`config.mk`:
```
export PLATFORM = sky130hd
export DESIGN_NAME = prog_interval_timer
export DESIGN_NICKNAME = d
export VERILOG_FILES = /design/src/rtl/prog_interval_timer.sv
export SDC_FILE = /design/constraint.sdc
export NUM_CORES = 1
export LEC_CHECK = 0
export BUFFER_PORTS_ARGS = -buffer_cell sky130_fd_sc_hd__buf_2
export CAP_MARGIN = 20
export CELL_PAD_IN_SITES_DETAIL_PLACEMENT = 0
export CELL_PAD_IN_SITES_GLOBAL_PLACEMENT = 2
export CORE_UTILIZATION = 38
export DETAILED_ROUTE_END_ITERATION = 7
export MAX_ROUTING_LAYER = met4
export PLACE_DENSITY = 0.93
export RECOVER_POWER = 25
export SLEW_MARGIN = 20
export SYNTH_ARGS = -nofsm -noshare
export SYNTH_HDL_FRONTEND = slang
export SYNTH_SLANG_ARGS = --single-unit
```
`constraint.sdc`:
```
create_clock -name clk -period 8.64 [get_ports clk]
set_input_delay 0.864 -clock clk [delete_from_list [all_inputs] [get_ports clk]]
set_output_delay 0.864 -clock clk [all_outputs]
set_load 0.03 [all_outputs]
```
`src/rtl/prog_interval_timer.sv`:
```
`default_nettype none
// ---------------------------------------------------------------------------
// prog_interval_timer : prescaled one-shot/periodic interval timer with pause
// Revision: 1.0
// ---------------------------------------------------------------------------
module prog_interval_timer #(
  parameter int CLK_FREQUENCY = 50_000_000,
  parameter int TICK_HZ       = 1_000,
  parameter int COUNT_WIDTH   = 16
) (
  input  logic                   clk,
  input  logic                   reset,
  input  logic                   start,
  input  logic                   stop,
  input  logic                   pause,
  input  logic                   one_shot,
  input  logic [COUNT_WIDTH-1:0] period,
  output logic                   timer_triggered,
  output logic                   running,
  output logic [COUNT_WIDTH-1:0] elapsed
);

  localparam int PRESCALE = CLK_FREQUENCY / TICK_HZ;
  localparam int PW       = (PRESCALE > 1) ? $clog2(PRESCALE) : 1;
  localparam logic [PW-1:0] PRESCALE_MAX = PW'(PRESCALE - 1);

  if (PRESCALE < 1) begin : g_prescale_check
    $error("prog_interval_timer: CLK_FREQUENCY/TICK_HZ must be at least 1");
  end

  typedef enum logic [1:0] {
    IDLE   = 2'd0,
    RUN    = 2'd1,
    PAUSED = 2'd2
  } state_t;

  state_t                 state_q, state_d;
  logic [PW-1:0]          prescaler_q, prescaler_d;
  logic [COUNT_WIDTH-1:0] elapsed_q, elapsed_d;
  logic [COUNT_WIDTH-1:0] period_q, period_d;
  logic                   mode_q, mode_d;
  logic                   trig_q, trig_d;

  logic start_ok;
  logic tick;
  logic expire_hit;
  logic count_en;

  assign start_ok   = start && (period != '0);
  assign tick       = (prescaler_q == PRESCALE_MAX);
  assign expire_hit = tick && (elapsed_q == (period_q - 1'b1));

  always_comb begin
    state_d     = state_q;
    prescaler_d = prescaler_q;
    elapsed_d   = elapsed_q;
    period_d    = period_q;
    mode_d      = mode_q;
    trig_d      = 1'b0;
    count_en    = 1'b0;

    // An expiry tick in RUN completes even if pause rises on that same cycle.
    case (state_q)
      RUN:     count_en = !pause || expire_hit;
      PAUSED:  count_en = !pause;
      default: count_en = 1'b0;
    endcase

    if (count_en) begin
      if (tick) begin
        prescaler_d = '0;
        if (expire_hit) begin
          elapsed_d = '0;
          trig_d    = 1'b1;
          if (mode_q) begin
            state_d = IDLE;
          end
        end else begin
          elapsed_d = elapsed_q + 1'b1;
        end
      end else begin
        prescaler_d = prescaler_q + 1'b1;
      end
    end

    if ((state_q != IDLE) && (state_d != IDLE)) begin
      state_d = pause ? PAUSED : RUN;
    end

    if (stop) begin
      trig_d = 1'b0;
      if (state_q != IDLE) begin
        state_d     = IDLE;
        prescaler_d = '0;
        elapsed_d   = '0;
      end
    end else if (start_ok) begin
      trig_d      = 1'b0;
      period_d    = period;
      mode_d      = one_shot;
      prescaler_d = '0;
      elapsed_d   = '0;
      state_d     = RUN;
    end
  end

  always_ff @(posedge clk) begin
    if (reset) begin
      state_q     <= IDLE;
      prescaler_q <= '0;
      elapsed_q   <= '0;
      period_q    <= '0;
      mode_q      <= 1'b0;
      trig_q      <= 1'b0;
    end else begin
      state_q     <= state_d;
      prescaler_q <= prescaler_d;
      elapsed_q   <= elapsed_d;
      period_q    <= period_d;
      mode_q      <= mode_d;
      trig_q      <= trig_d;
    end
  end

  assign timer_triggered = trig_q;
  assign running         = (state_q != IDLE);
  assign elapsed         = elapsed_q;

endmodule
`default_nettype wire

```
==> metrics.json <==
{
  "run_status": "completed",
  "rsz_0062_raised_after_global_routing": "false",
  "power.internal_uw": 342,
  "hold_path_class": "reg -> reg",
  "finalCritPeriodShare_pct": 42.5,
  "cts_htree_levels": 2,
  "ys.flop_type": "sky130_fd_sc_hd__dfxtp_1",
  "max_freq_ghz": 0.272,
  "worst_pin_slew_ns": 1.07,
  "grt_first_pass_wirelength_um": 14900,
  "pwr-share-seq_pct": 52.4,
  "cts_hold_repair.buffers": 0,
  "grt.overflow.total": 0,
  "tritoncts": "built",
  "initial_utilization_pct": 39.0,
  "highest_ir_drop_seen_on_vdd_mv": 0.0714,
  "grt_start_max_net_pins": 44,
  "number_of_core_rows": 34,
  "final-max-slew-violation-count": 0,
  "crit_end_category": "flop",
  "clock_sink_count": 52,
  "slew_headroom_pct": 29.0,
  "worst_skew_pair.late_latency_ns": 0.31,
  "synth_cell_type_count": 62,
  "route.antenna.remaining_nets": 0,
  "combinational_share_of_power_pct": 17.3,
  "final.setup.tns_ns": 0,
  "drc_errors": 0,
  "crit_fanout": 42,
  "fraction_of_final_layout_cells_sized_beyond_drive_strength_1_pct": 11.0,
  "clock_power_share_pct": 30.3,
  "switching_portion_of_total_power_pct": 28.5,
  "power.density_nw_per_um2": 130,
  "timing.critical_path.arrival_ns": 3.90,
  "mappedNetlistArea_um2": 3380,
  "drt_first_pass_iters": 5,
  "top_level_i_o_count": 40,
  "final.fill_count": 907,
  "via_cell_ratio": 6.01,
  "critical_path.startpoint_type": "flop",
  "number_of_warnings_reported_in_the_yosys_synthesis_log": 0,
  "leakagePower_uw": 0.00120,
  "fin_ws_ns": 4.97,
  "critPathKind": "reg -> reg",
  "cts_made_buffers": 5,
  "max-cap-violations": 0,
  "post_synth.cell_area_avg_um2": 8.30,
  "dieWidth_um": 96.4,
  "most_used_cells_in_the_layout_excluding_fill_and_tap_cells": "52 x sky130_fd_sc_hd__dfxtp_1, 33 x sky130_fd_sc_hd__a21oi_1, 30 x sky130_fd_sc_hd__nor2_1",
  "required_ns": 8.87,
  "final_cells": 543,
  "antenna_found_initial": 0,
  "die_area_um2": 9290,
  "insertedDiodeCount": 0,
  "yosys_register_bits": 52,
  "mappedNetlistNets": 436,
  "timing.final.hold_violations": 0,
  "layout-area-overhead-vs-synth_pct": 9.06,
  "p_switching_uw": 136,
  "core-area_um2": 8680,
  "post-route-min-period_ns": 3.67,
  "placement.io_buffers": 39,
  "gr-usage-all-layers_pct": 21.3,
  "cts-root-buf": "sky130_fd_sc_hd__clkbuf_8",
  "finalWirelength_um": 9170,
  "place.gp.congestion": 0.874,
  "fin_worst_skew_ns": 0.00808,
  "postCtsSetupRepairBufs": 0,
  "synth-edff-count": 0,
  "synth_async_sr_flop_share_pct": 0,
  "post-place-cells": 535,
  "die_height_um": 96.4,
  "ctsResizeCount": 0,
  "dpl_worst_slack_ns": 4.74,
  "dp_hpwl_um": 6630,
  "timing.final.setup_violations": 0,
  "synth_seq_area_share_pct": 30.8,
  "fin_nets": 462,
  "detail_route.wl_per_cell_um": 16.9,
  "detailroute.via_count": 3265,
  "dr.first_iter.drc_count": 241,
  "final_common_cell": "sky130_fd_sc_hd__dfxtp_1",
  "via_count_of_the_first_global_routing_pass": 2857,
  "cts-root-to-sink-buffers": 2,
  "path_clk_slew_ns": 0.10,
  "post_synth_inst_count": 408
}
-- per-stage QoR --
| step | instance area, um2 | utilization [%] | power, uW | hold WS (ns) |
|---|---|---|---|---|
| after floorplan | 3380 | - | 317 | 0.454 |
| after global placement | 3610 | 41.6 | 336 | 0.469 |
| after detailed placement | 3610 | 41.6 | 337 | 0.479 |
| after CTS | 3700 | 42.7 | 484 | 0.493 |
| after global routing | 3690 | 42.5 | 504 | 0.507 |
| final | 3690 | 42.5 | 478 | 0.483 |
-- Yosys cell counts, drive strengths merged (9+ instances only) --
master | count | share of area (%)
dfxtp | 52 | 31
a21oi | 33 | 4.9
nor2 | 31 | 3.4
nand2 | 26 | 2.9
mux2i | 20 | 5.9
or4 | 18 | 4.1
nand3 | 15 | 2.2
o31ai | 15 | 3.3
inv | 14 | 1.6
o21ai | 14 | 2.1
xnor2 | 13 | 3.4
and3 | 11 | 2.2
buf | 11 | 2.4
clkbuf | 11 | 1.3
nor4 | 11 | 2.2
nand4 | 9 | 1.7
nor3 | 9 | 1.3
-- layout make-up --
class | instances | area [um2] | area share, %
multi-input cells | 320 | 2180 | 59.2
well taps | 108 | 135 | 3.66
clock buffers | 8 | 90.1 | 2.44
flip-flops and latches | 52 | 1040 | 28.2
inverters | 14 | 52.6 | 1.42
repair buffers | 41 | 189 | 5.12
-- power by group through the flow --
stage / sequential [uW] / clock, uW / combinational (uW)
CTS: 250 / 152 / 81.7
detailed placement: 256 / 0 / 81.2
global route: 252 / 160 / 91.7
floorplan: 253 / 0 / 64.6
finish: 250 / 145 / 82.8
global placement: 256 / 0 / 80.5
-- final timing paths --
| path | depth (start not counted) | slack [ns] | endpoint | start |
|---|---|---|---|---|
| hold reg to reg | 2 | 0.48 | mode_q | mode_q |
| setup reg to reg | 9 | 4.97 | prescaler_q[13] | period_q[0] |
| setup / recovery | 9 | 4.97 | prescaler_q[13] | period_q[0] |
| hold / removal | 2 | 0.48 | mode_q | mode_q |
-- registers in the layout, summed over array words and instances (netlist names) --
register         flops
elapsed             16
mode_q               1
period_q            16
prescaler_q         16
state_q              2
timer_triggered      1
-- layer usage --
metal | vias to the layer above | GRT usage (%) | share of wire (%)
li1 | 1613 | - | -
met1 | 1559 | 30.5 | 50
met2 | 83 | 31.7 | 44
met3 | 10 | 2.82 | 5.0
met4 | 0 | 4.41 | 0.93
met5 | - | - | 0
-- worst max-delay path, stage by stage (launching register included) --
cell	delay, ns
sky130_fd_sc_hd__dfxtp_1	0.37
sky130_fd_sc_hd__inv_1	0.07
sky130_fd_sc_hd__ha_1	0.24
sky130_fd_sc_hd__or4b_4	0.51
sky130_fd_sc_hd__or4_4	0.53
sky130_fd_sc_hd__o211a_1	0.16
sky130_fd_sc_hd__and4_4	0.17
sky130_fd_sc_hd__a31oi_4	0.85
sky130_fd_sc_hd__o21ai_2	0.43
sky130_fd_sc_hd__a21oi_1	0.23
-- kinds of logic after synthesis --
| group | Yosys count | share of synthesized area [%] |
|---|---|---|
| AO/OA/AOI/OAI | 103 | 21.0 |
| multiplexers | 20 | 5.91 |
| adder cells (fa/ha/maj) | 6 | 2.22 |
| buffers and inverters | 36 | 5.18 |
| XOR/XNOR | 21 | 5.43 |
| flip-flops | 52 | 30.8 |
| AND/OR/NAND/NOR | 170 | 29.5 |
(Power assumes the default switching activity.)
